===== src/rtl/mem_arbiter_pkg.sv =====
// Shared types and constants for the two-master memory arbiter.
package mem_arbiter_pkg;

    localparam int unsigned MAX_OUTST_DEFAULT = 2;
    localparam int unsigned BE_W              = 4;

    typedef enum logic {
        M0 = 1'b0,
        M1 = 1'b1
    } owner_e;

    typedef enum logic {
        ARB_FREE = 1'b0,
        ARB_HOLD = 1'b1
    } arb_state_e;

endpackage


===== src/rtl/owner_fifo.sv =====
// Circular FIFO recording which master owns each outstanding RAM request.
module owner_fifo
    import mem_arbiter_pkg::*;
#(
    parameter int unsigned DEPTH = MAX_OUTST_DEFAULT
) (
    input  logic                       clk,
    input  logic                       rst,
    input  logic                       push,
    input  logic                       pop,
    input  owner_e                     din,
    output owner_e                     head,
    output logic [$clog2(DEPTH+1)-1:0] count,
    output logic                       full,
    output logic                       empty
);

    localparam int unsigned PTR_W = (DEPTH > 1) ? $clog2(DEPTH) : 1;
    localparam int unsigned CNT_W = $clog2(DEPTH + 1);

    owner_e           mem [0:DEPTH-1];
    logic [PTR_W-1:0] wr_ptr;
    logic [PTR_W-1:0] rd_ptr;
    logic             do_push;
    logic             do_pop;

    function automatic logic [PTR_W-1:0] ptr_inc(input logic [PTR_W-1:0] p);
        return (p == PTR_W'(DEPTH - 1)) ? '0 : p + PTR_W'(1);
    endfunction

    assign full    = (count == CNT_W'(DEPTH));
    assign empty   = (count == '0);
    assign do_push = push & ~full;
    assign do_pop  = pop & ~empty;
    assign head    = mem[rd_ptr];

    // Storage carries no reset; validity is tracked by count alone.
    always_ff @(posedge clk) begin
        if (do_push) begin
            mem[wr_ptr] <= din;
        end
    end

    always_ff @(posedge clk) begin
        if (rst) begin
            wr_ptr <= '0;
            rd_ptr <= '0;
            count  <= '0;
        end else begin
            if (do_push) wr_ptr <= ptr_inc(wr_ptr);
            if (do_pop)  rd_ptr <= ptr_inc(rd_ptr);
            case ({do_push, do_pop})
                2'b10:   count <= count + CNT_W'(1);
                2'b01:   count <= count - CNT_W'(1);
                default: count <= count;
            endcase
        end
    end

endmodule


===== src/rtl/mem_arbiter.sv =====
// Round-robin arbiter sharing one single-port RAM between two masters,
// with in-order response routing through an owner FIFO.
module mem_arbiter
    import mem_arbiter_pkg::*;
#(
    parameter int unsigned DATA_W    = 32,
    parameter int unsigned ADDR_W    = 32,
    parameter int unsigned MAX_OUTST = MAX_OUTST_DEFAULT
) (
    input  logic                           clk_i,
    input  logic                           rst_i,
    input  logic                           m0_req_i,
    input  logic                           m1_req_i,
    output logic                           m0_gnt_o,
    output logic                           m1_gnt_o,
    output logic                           m0_rvalid_o,
    output logic                           m1_rvalid_o,
    input  logic [ADDR_W-1:0]              m0_addr_i,
    input  logic [ADDR_W-1:0]              m1_addr_i,
    input  logic                           m0_we_i,
    input  logic                           m1_we_i,
    input  logic [BE_W-1:0]                m0_be_i,
    input  logic [BE_W-1:0]                m1_be_i,
    input  logic [DATA_W-1:0]              m0_wdata_i,
    input  logic [DATA_W-1:0]              m1_wdata_i,
    output logic [DATA_W-1:0]              m0_rdata_o,
    output logic [DATA_W-1:0]              m1_rdata_o,
    output logic                           s_req_o,
    input  logic                           s_gnt_i,
    input  logic                           s_rvalid_i,
    output logic [ADDR_W-1:0]              s_addr_o,
    output logic                           s_we_o,
    output logic [BE_W-1:0]                s_be_o,
    output logic [DATA_W-1:0]              s_wdata_o,
    input  logic [DATA_W-1:0]              s_rdata_i,
    output logic [$clog2(MAX_OUTST+1)-1:0] outst_o,
    output logic                           err_o
);

    arb_state_e state_q, state_d;
    owner_e     last_q;
    owner_e     hold_sel_q, hold_sel_d;
    owner_e     arb_sel;
    owner_e     sel;
    owner_e     head;
    logic       handshake;
    logic       pop;
    logic       fifo_full;
    logic       fifo_empty;

    // Round-robin pick: the master not granted last wins a tie.
    always_comb begin
        arb_sel = M0;
        if (m0_req_i && m1_req_i) begin
            arb_sel = (last_q == M0) ? M1 : M0;
        end else if (m1_req_i) begin
            arb_sel = M1;
        end
    end

    // A stalled request keeps its master until the RAM accepts it.
    always_comb begin
        state_d    = ARB_FREE;
        hold_sel_d = hold_sel_q;
        sel        = arb_sel;
        if ((state_q == ARB_HOLD) && ((hold_sel_q == M0) ? m0_req_i : m1_req_i)) begin
            sel = hold_sel_q;
        end
        if (s_req_o && !s_gnt_i) begin
            state_d    = ARB_HOLD;
            hold_sel_d = sel;
        end
    end

    always_ff @(posedge clk_i) begin
        if (rst_i) begin
            state_q    <= ARB_FREE;
            hold_sel_q <= M0;
            last_q     <= M1;
        end else begin
            state_q    <= state_d;
            hold_sel_q <= hold_sel_d;
            if (handshake) last_q <= sel;
        end
    end

    // Blocking on full is the registered count reaching MAX_OUTST.
    assign s_req_o   = (m0_req_i | m1_req_i) & ~fifo_full;
    assign handshake = s_req_o & s_gnt_i;
    assign pop       = s_rvalid_i & ~fifo_empty;

    always_comb begin
        s_addr_o  = '0;
        s_we_o    = 1'b0;
        s_be_o    = '0;
        s_wdata_o = '0;
        if (s_req_o) begin
            s_addr_o  = (sel == M1) ? m1_addr_i  : m0_addr_i;
            s_we_o    = (sel == M1) ? m1_we_i    : m0_we_i;
            s_be_o    = (sel == M1) ? m1_be_i    : m0_be_i;
            s_wdata_o = (sel == M1) ? m1_wdata_i : m0_wdata_i;
        end
    end

    assign m0_gnt_o    = handshake & (sel == M0);
    assign m1_gnt_o    = handshake & (sel == M1);
    assign m0_rvalid_o = pop & (head == M0);
    assign m1_rvalid_o = pop & (head == M1);
    assign m0_rdata_o  = s_rdata_i;
    assign m1_rdata_o  = s_rdata_i;

    owner_fifo #(
        .DEPTH (MAX_OUTST)
    ) u_owner_fifo (
        .clk   (clk_i),
        .rst   (rst_i),
        .push  (handshake),
        .pop   (pop),
        .din   (sel),
        .head  (head),
        .count (outst_o),
        .full  (fifo_full),
        .empty (fifo_empty)
    );

    // A response with nobody waiting for it is a protocol violation.
    always_ff @(posedge clk_i) begin
        if (rst_i) begin
            err_o <= 1'b0;
        end else if (s_rvalid_i && fifo_empty) begin
            err_o <= 1'b1;
        end
    end

endmodule


===== config.mk =====
export PLATFORM = sky130hd
export DESIGN_NAME = mem_arbiter
export DESIGN_NICKNAME = d
export VERILOG_FILES = /design/src/rtl/mem_arbiter_pkg.sv /design/src/rtl/owner_fifo.sv /design/src/rtl/mem_arbiter.sv
export SDC_FILE = /design/constraint.sdc
export NUM_CORES = 1
export LEC_CHECK = 0
export CORE_AREA = 2 2 123 125
export CTS_BUF_LIST = sky130_fd_sc_hd__clkbuf_8
export DETAILED_ROUTE_END_ITERATION = 6
export DIE_AREA = 0 0 125 127
export DONT_BUFFER_PORTS = 1
export PLACE_DENSITY = 0.5
export SYNTH_ARGS = -nofsm -noshare
export SYNTH_HDL_FRONTEND = slang
export SYNTH_HIERARCHICAL = 1
export SYNTH_SLANG_ARGS = --single-unit
export TNS_END_PERCENT = 50

===== constraint.sdc =====
create_clock -name clk_i -period 3 [get_ports clk_i]
set_clock_uncertainty 0.2 [all_clocks]
set_input_delay 0.6 -clock clk_i [delete_from_list [all_inputs] [get_ports clk_i]]
set_output_delay 0.6 -clock clk_i [all_outputs]
set_load 0.02 [all_outputs]

==> results of run 1 <==
## final cells by class
| type | instances | area (sq um) |
|---|---|---|
| clock inverters | 1 | 5.005 |
| multi-input cells | 456 | 3060 |
| well taps | 184 | 230.2 |
| inverters | 7 | 30.03 |
| flip-flops and latches | 11 | 240.2 |
| clock buffers | 3 | 41.29 |
| fillers | 1581 | 10570 |
| repair buffers | 21 | 245.2 |
## metal layers
metal / up-vias / wire length [microns]
met2: 244 / 6909
met4: 0 / 347
met3: 53 / 1420
met5: - / 0
li1: 2149 / -
met1: 2195 / 5235
## registers in the layout (all words and copies together), names as in the netlist, named ones only
name	flops
err_o	1
hold_sel_q	1
last_q	1
state_q	1
u_owner_fifo/count	2
u_owner_fifo/mem	2
u_owner_fifo/rd_ptr	1
u_owner_fifo/wr_ptr	1
## worst paths after layout
kind	cells after the start	from	slack, ps	to
max	5	u_owner_fifo/count[1]	110	s_addr_o[18]
min	1	rst_i	230	u_owner_fifo/count[1]
max reg2reg	10	u_owner_fifo/count[1]	590	u_owner_fifo/count[1]
min reg2reg	2	u_owner_fifo/wr_ptr	290	u_owner_fifo/wr_ptr
## power by group through the flow
stage / sequential, mW / combinational, mW / clock [mW]
after floorplan: 0.207 / 1.14 / 0
after global placement: 0.199 / 1.17 / 0
after detailed placement: 0.200 / 1.21 / 0
after CTS: 0.197 / 1.21 / 0.153
after global routing: 0.199 / 1.32 / 0.161
final: 0.196 / 1.21 / 0.149
## Yosys cell counts
cell and count:
o21a_1 2, dfxtp_1 9, edfxtp_1 2, buf_2 35
buf_4 66, inv_1 4, mux2_2 1, nand2_1 71
a221o_1 1, nand3_1 69, and2b_1 3, or4_1 69
and3_1 1, xnor2_1 2, a32oi_1 69, nor2b_4 2
inv_2 2, clkinv_1 1, nand3b_1 1, o21bai_1 1
clkbuf_1 50, o21ai_1 2, xor2_1 1, or3_1 2
nor2b_1 71, a21oi_1 4, o2111ai_1 69, nor2_1 6
o21ai_0 3, and2_1 2, buf_6 5, nor3_1 1
nand2b_2 1, ha_1 1, or4b_1 1
## logic make-up (layout without fill, tap and decap cells)
| logic type | Yosys count | count (layout) | share of synthesized area |
|---|---|---|---|
| xor gates and xnor gates | 3 | 3 | 0.006218 |
| AOI/OAI and AO/OA | 151 | 151 | 0.3043 |
| and+or+nand+nor | 300 | 300 | 0.4044 |
| muxes | 1 | 1 | 0.002664 |
| buffers and inverters | 163 | 32 | 0.2226 |
| DFF | 11 | 11 | 0.05684 |
| adders and majority gates | 1 | 1 | 0.002960 |
## per-stage QoR
| stage | hold slack [ps] | utilization | setup slack, ps |
|---|---|---|---|
| after floorplan | 251.8 | - | 414.0 |
| after global placement | 265.7 | 0.2639 | 444.8 |
| after detailed placement | 285.8 | 0.2639 | 386.8 |
| after CTS | 223.4 | 0.2671 | 129.8 |
| after global routing | 216.4 | 0.2671 | 34.18 |
| final | 226.3 | 0.2671 | 114.3 |
## cell usage in the layout (no fill, tap or decap)
cell type,n
o21a_1,2
nor2b_4,4
nand3b_1,1
o2111ai_1,69
and2_1,2
nor2_1,6
o21ai_1,2
a32oi_1,69
or4_1,69
dfxtp_1,9
xor2_1,1
nor3_1,1
buf_12,7
mux2_2,1
nand2_1,71
inv_1,4
inv_4,1
a221o_1,1
or3_1,2
xnor2_1,2
and3_1,1
nand3_1,69
edfxtp_1,2
ha_1,1
clkbuf_8,3
a21oi_1,4
o21bai_1,1
clkinv_1,1
clkinv_2,2
or4b_1,1
o21ai_0,3
nand2b_2,1
nor2b_1,69
and2b_1,3
buf_4,14
==> reports/results.tsv, run 1 <==
metric	value	unit
status	finished clean	
sequential share of power	0.126	
largest cells by area after synthesis	a32oi_1, o2111ai_1, or4_1, buf_4, nor2b_1	
Max stage delay on crit path	560	ps
final hold violations	0	
Mapped Cells	630	
DP Cell Count	679	
starting density of the core	0.2930	
antenna viol nets, final	0	
Post-CTS Setup Inserts	0	
post-detail-place hpwl	9187	microns
M3 GR Usage	0.04020	
endpoint kind of the worst setup timing path	output pin	
CTS hold repair buffers	0	
Synthesis Warnings	6	
Slowest-stage cell, CP	or4_1	
share of total power in the clock network	0.096	
P_int	633.9	uW
post-cts sizing count	0	
Total Routed Length	13910	microns
Residual DRC	0	
area share of the largest cell type after synthesis	0.1430	
design area	0.003852	sq mm
clk buf depth	2	
met1 Use GR	0.1937	
Worst-path clk slew	50	ps
Post-DP Area	0.003806	sq mm
Sw Share	0.5925	
CTS buffer count	3	
post-synthesis sequential area ratio	0.05684	
Buf/Inv on CP	2	
core area	0.01442	sq mm
nets@finish	677	
die height	127	microns
Syn-to-layout area delta	-8.852	%
logic gate share of total power	0.778	
CTS tree	done	
final setup fails	0	
sw power	921.5	uW
DRT Pass-1 Iters	6	
routability congestion estimate from global placement	0.7949	
Overall Power	1.555	mW
post-synth top area cell	a32oi_1	
Top Usage Layer GRT	met2	
Tmin final	2886	ps
CP Data Arrival Time	2090	ps
Post-Route Setup TNS	0	ps
IO Pins	317	
total power divided by cell area	403.8	mW/mm^2
post-synth cell types	35	
IO Port Bufs	0	
period utilisation layout	0.9619	
RSZ-0062 raised after global routing	no	
CP Max Fanout	67	
worst-margin pin slew	601.2	ps
initial antenna violation count	0	
DR iter-0 viols	393	
max-cap violations	0	
layout cells sized above 1	0.06613	
root buf cell	clkbuf_8	
CP Class	reg2out	
critical path startpoint category	register	
die area	0.01588	sq mm
max-slew violation total from the final report	0	
Antenna Cells	0	
first-pass GRT wire length	22020	microns
Die Width	125	microns
Post-Syn Area	0.004227	sq mm
f_max	346.5	MHz
vias in the first global route	4126	
Overflow after GRT	0	
Tot GR Track Use	0.1600	
Required @ worst endpoint	2200	ps
Clock Latency Late Sink	240	ps
Slew headroom	0.5992	
type of the worst min-delay path	in2reg	
CTS sink count	11	
leak pwr	1.241	nW
Vias/cell	6.795	
Core Rows	44	
post-route insts no fill	683	
htree depth	1	
largest net degree at the start of global routing	141	
Peak VDD IR	0.1834	mV
syn nets	807	
FF+latch count, synth	11	
vias	4641	
crit path cell chain	nand2b_2 -> clkinv_2 -> buf_12 -> or4_1 -> nand3_1	
Top Family by Delay on Critical Path	simple AND/OR/NAND/NOR gates	
grt met2 use	0.2829	
Wirelength per Cell	20.37	microns
syn avg cell area	6.709	sq um
Note: power is estimated with default switching activity, not from simulation.
==> run 2, diff against run 1 <==
--- a/config.mk
+++ b/config.mk
@@ -10,6 +10,7 @@
 export DETAILED_ROUTE_END_ITERATION = 6
 export DIE_AREA = 0 0 125 127
 export DONT_BUFFER_PORTS = 1
+export GPL_TIMING_DRIVEN = 0
 export PLACE_DENSITY = 0.5
 export SYNTH_ARGS = -nofsm -noshare
 export SYNTH_HDL_FRONTEND = slang
==> run 2 against run 1 <==
Net effect:
- critical path type unchanged
- sequential cell count is the same
- critical path depth grew 3
- setup slack lost 55 ps
- register-to-register slack got worse by 230 ps
- final cell count up 20%
- clock power hardly changed
- sequential power increased by 8%
==> reports/results.tsv, run 2 (synthesis gave the netlist of run 1 again) <==
metric	value	unit
status	finished clean	
Wirelength per Cell	23.25	microns
f_max	340.1	MHz
Antenna Cells	0	
Core Rows	44	
Required @ worst endpoint	2200	ps
Fillers	1562	
type of the worst min-delay path	in2reg	
Post-CTS Setup Inserts	0	
CP Class	reg2out	
die height	127	microns
period utilisation layout	0.9802	
IO Port Bufs	0	
sw power	1.164	mW
htree depth	1	
root buf cell	clkbuf_8	
leak pwr	1.872	nW
max-slew violation total from the final report	0	
Residual DRC	0	
starting density of the core	0.2930	
CTS sink count	11	
Clock Latency Late Sink	240	ps
post-route insts no fill	818	
sequential share of power	0.112	
CTS hold repair buffers	0	
CP Max Fanout	10	
Worst-path clk slew	50	ps
logic gate share of total power	0.810	
CTS tree	done	
endpoint kind of the worst setup timing path	output pin	
FF+latch area	245.2	sq um
routability congestion estimate from global placement	0.8720	
largest registers	u_owner_fifo/count (2), u_owner_fifo/mem (2)	
RSZ-0062 raised after global routing	yes	
share of total power in the clock network	0.077	
largest net degree at the start of global routing	11	
antenna viol nets, final	0	
Util after Layout	0.3318	
Place WS	-168.0	ps
layout cells sized above 1	0.2823	
Tmin final	2941	ps
Sw Share	0.6160	
Vias/cell	6.544	
footprint of the multi-input gates	0.003286	sq mm
core area	0.01442	sq mm
P_int	725.9	uW
most frequent cells in the layout	nand2_1, nor2b_1, o2111ai_1, or4_1, buf_4	
vias in the first global route	5152	
Slew headroom	0.6356	
design area	0.004786	sq mm
vias	5353	
Die Width	125	microns
hold slack	218.1	ps
final setup fails	0	
Final WS setup	59.41	ps
final hold violations	0	
Tot GR Track Use	0.2159	
clk buf depth	2	
total power divided by cell area	395.0	mW/mm^2
post-detail-place hpwl	14240	microns
Total Routed Length	19020	microns
DRT Pass-1 Iters	7	
critical path startpoint category	register	
initial antenna violation count	0	
Post-Route Setup TNS	0	ps
max-cap violations	0	
worst-margin pin slew	546.6	ps
CTS buffer count	3	
DR iter-0 viols	431	
IO Pins	317	
DP Cell Count	814	
Peak VDD IR	0.1331	mV
Post-DP Area	0.004457	sq mm
CP Data Arrival Time	2140	ps
Overflow after GRT	0	
Syn-to-layout area delta	13.23	%
first-pass GRT wire length	28650	microns
die area	0.01588	sq mm
Overall Power	1.890	mW
nets@finish	812	
## run 2: layout make-up
class,count,area share
well taps,184,0.04810
inverters,7,0.006536
clock inverters,1,0.0007843
flip-flops and latches,11,0.05124
multi-input cells,456,0.6865
clock buffers,3,0.008627
plain buffers,156,0.1982
## run 2: worst paths after layout
kind / end / depth (start not counted) / slack, ps / start
hold / removal: u_owner_fifo/count[0] / 1 / 220 / rst_i
setup / recovery: s_addr_o[16] / 8 / 60 / u_owner_fifo/count[0]
setup reg to reg: u_owner_fifo/count[1] / 11 / 360 / u_owner_fifo/count[0]
hold reg to reg: u_owner_fifo/wr_ptr / 2 / 280 / u_owner_fifo/wr_ptr
## run 2: repair_timing
item                                    CTS  global route
resized for setup                        25            57
pin swaps                                 1             0
endpoints found under the setup margin   70            65
## run 2: power by group through the flow
stage          clock [mW]  sequential (mW)  combinational (mW)
3_5_place_dp            0            0.212                1.44
4_1_cts             0.151            0.211                1.47
6_report            0.146            0.212                1.53
2_1_floorplan           0            0.207                1.14
5_1_grt             0.159            0.217                1.65
3_3_place_gp            0            0.211                1.42
## run 2: critical path, stage by stage (launching register included)
cell	delay, ps
dfxtp_4	380
nand2b_2	230
inv_6	130
buf_6	190
inv_2	60
buf_4	190
buf_2	210
a32oi_1	240
nand3_1	260
## run 2: routing by layer
layer / share of wire / vias to the layer above / global-route usage
met4: 0.035 / 0 / 0.07647
met3: 0.10 / 40 / 0.04774
met1: 0.37 / 2537 / 0.2548
li1: - / 2421 / -
met5: 0 / - / 0
met2: 0.49 / 355 / 0.3859
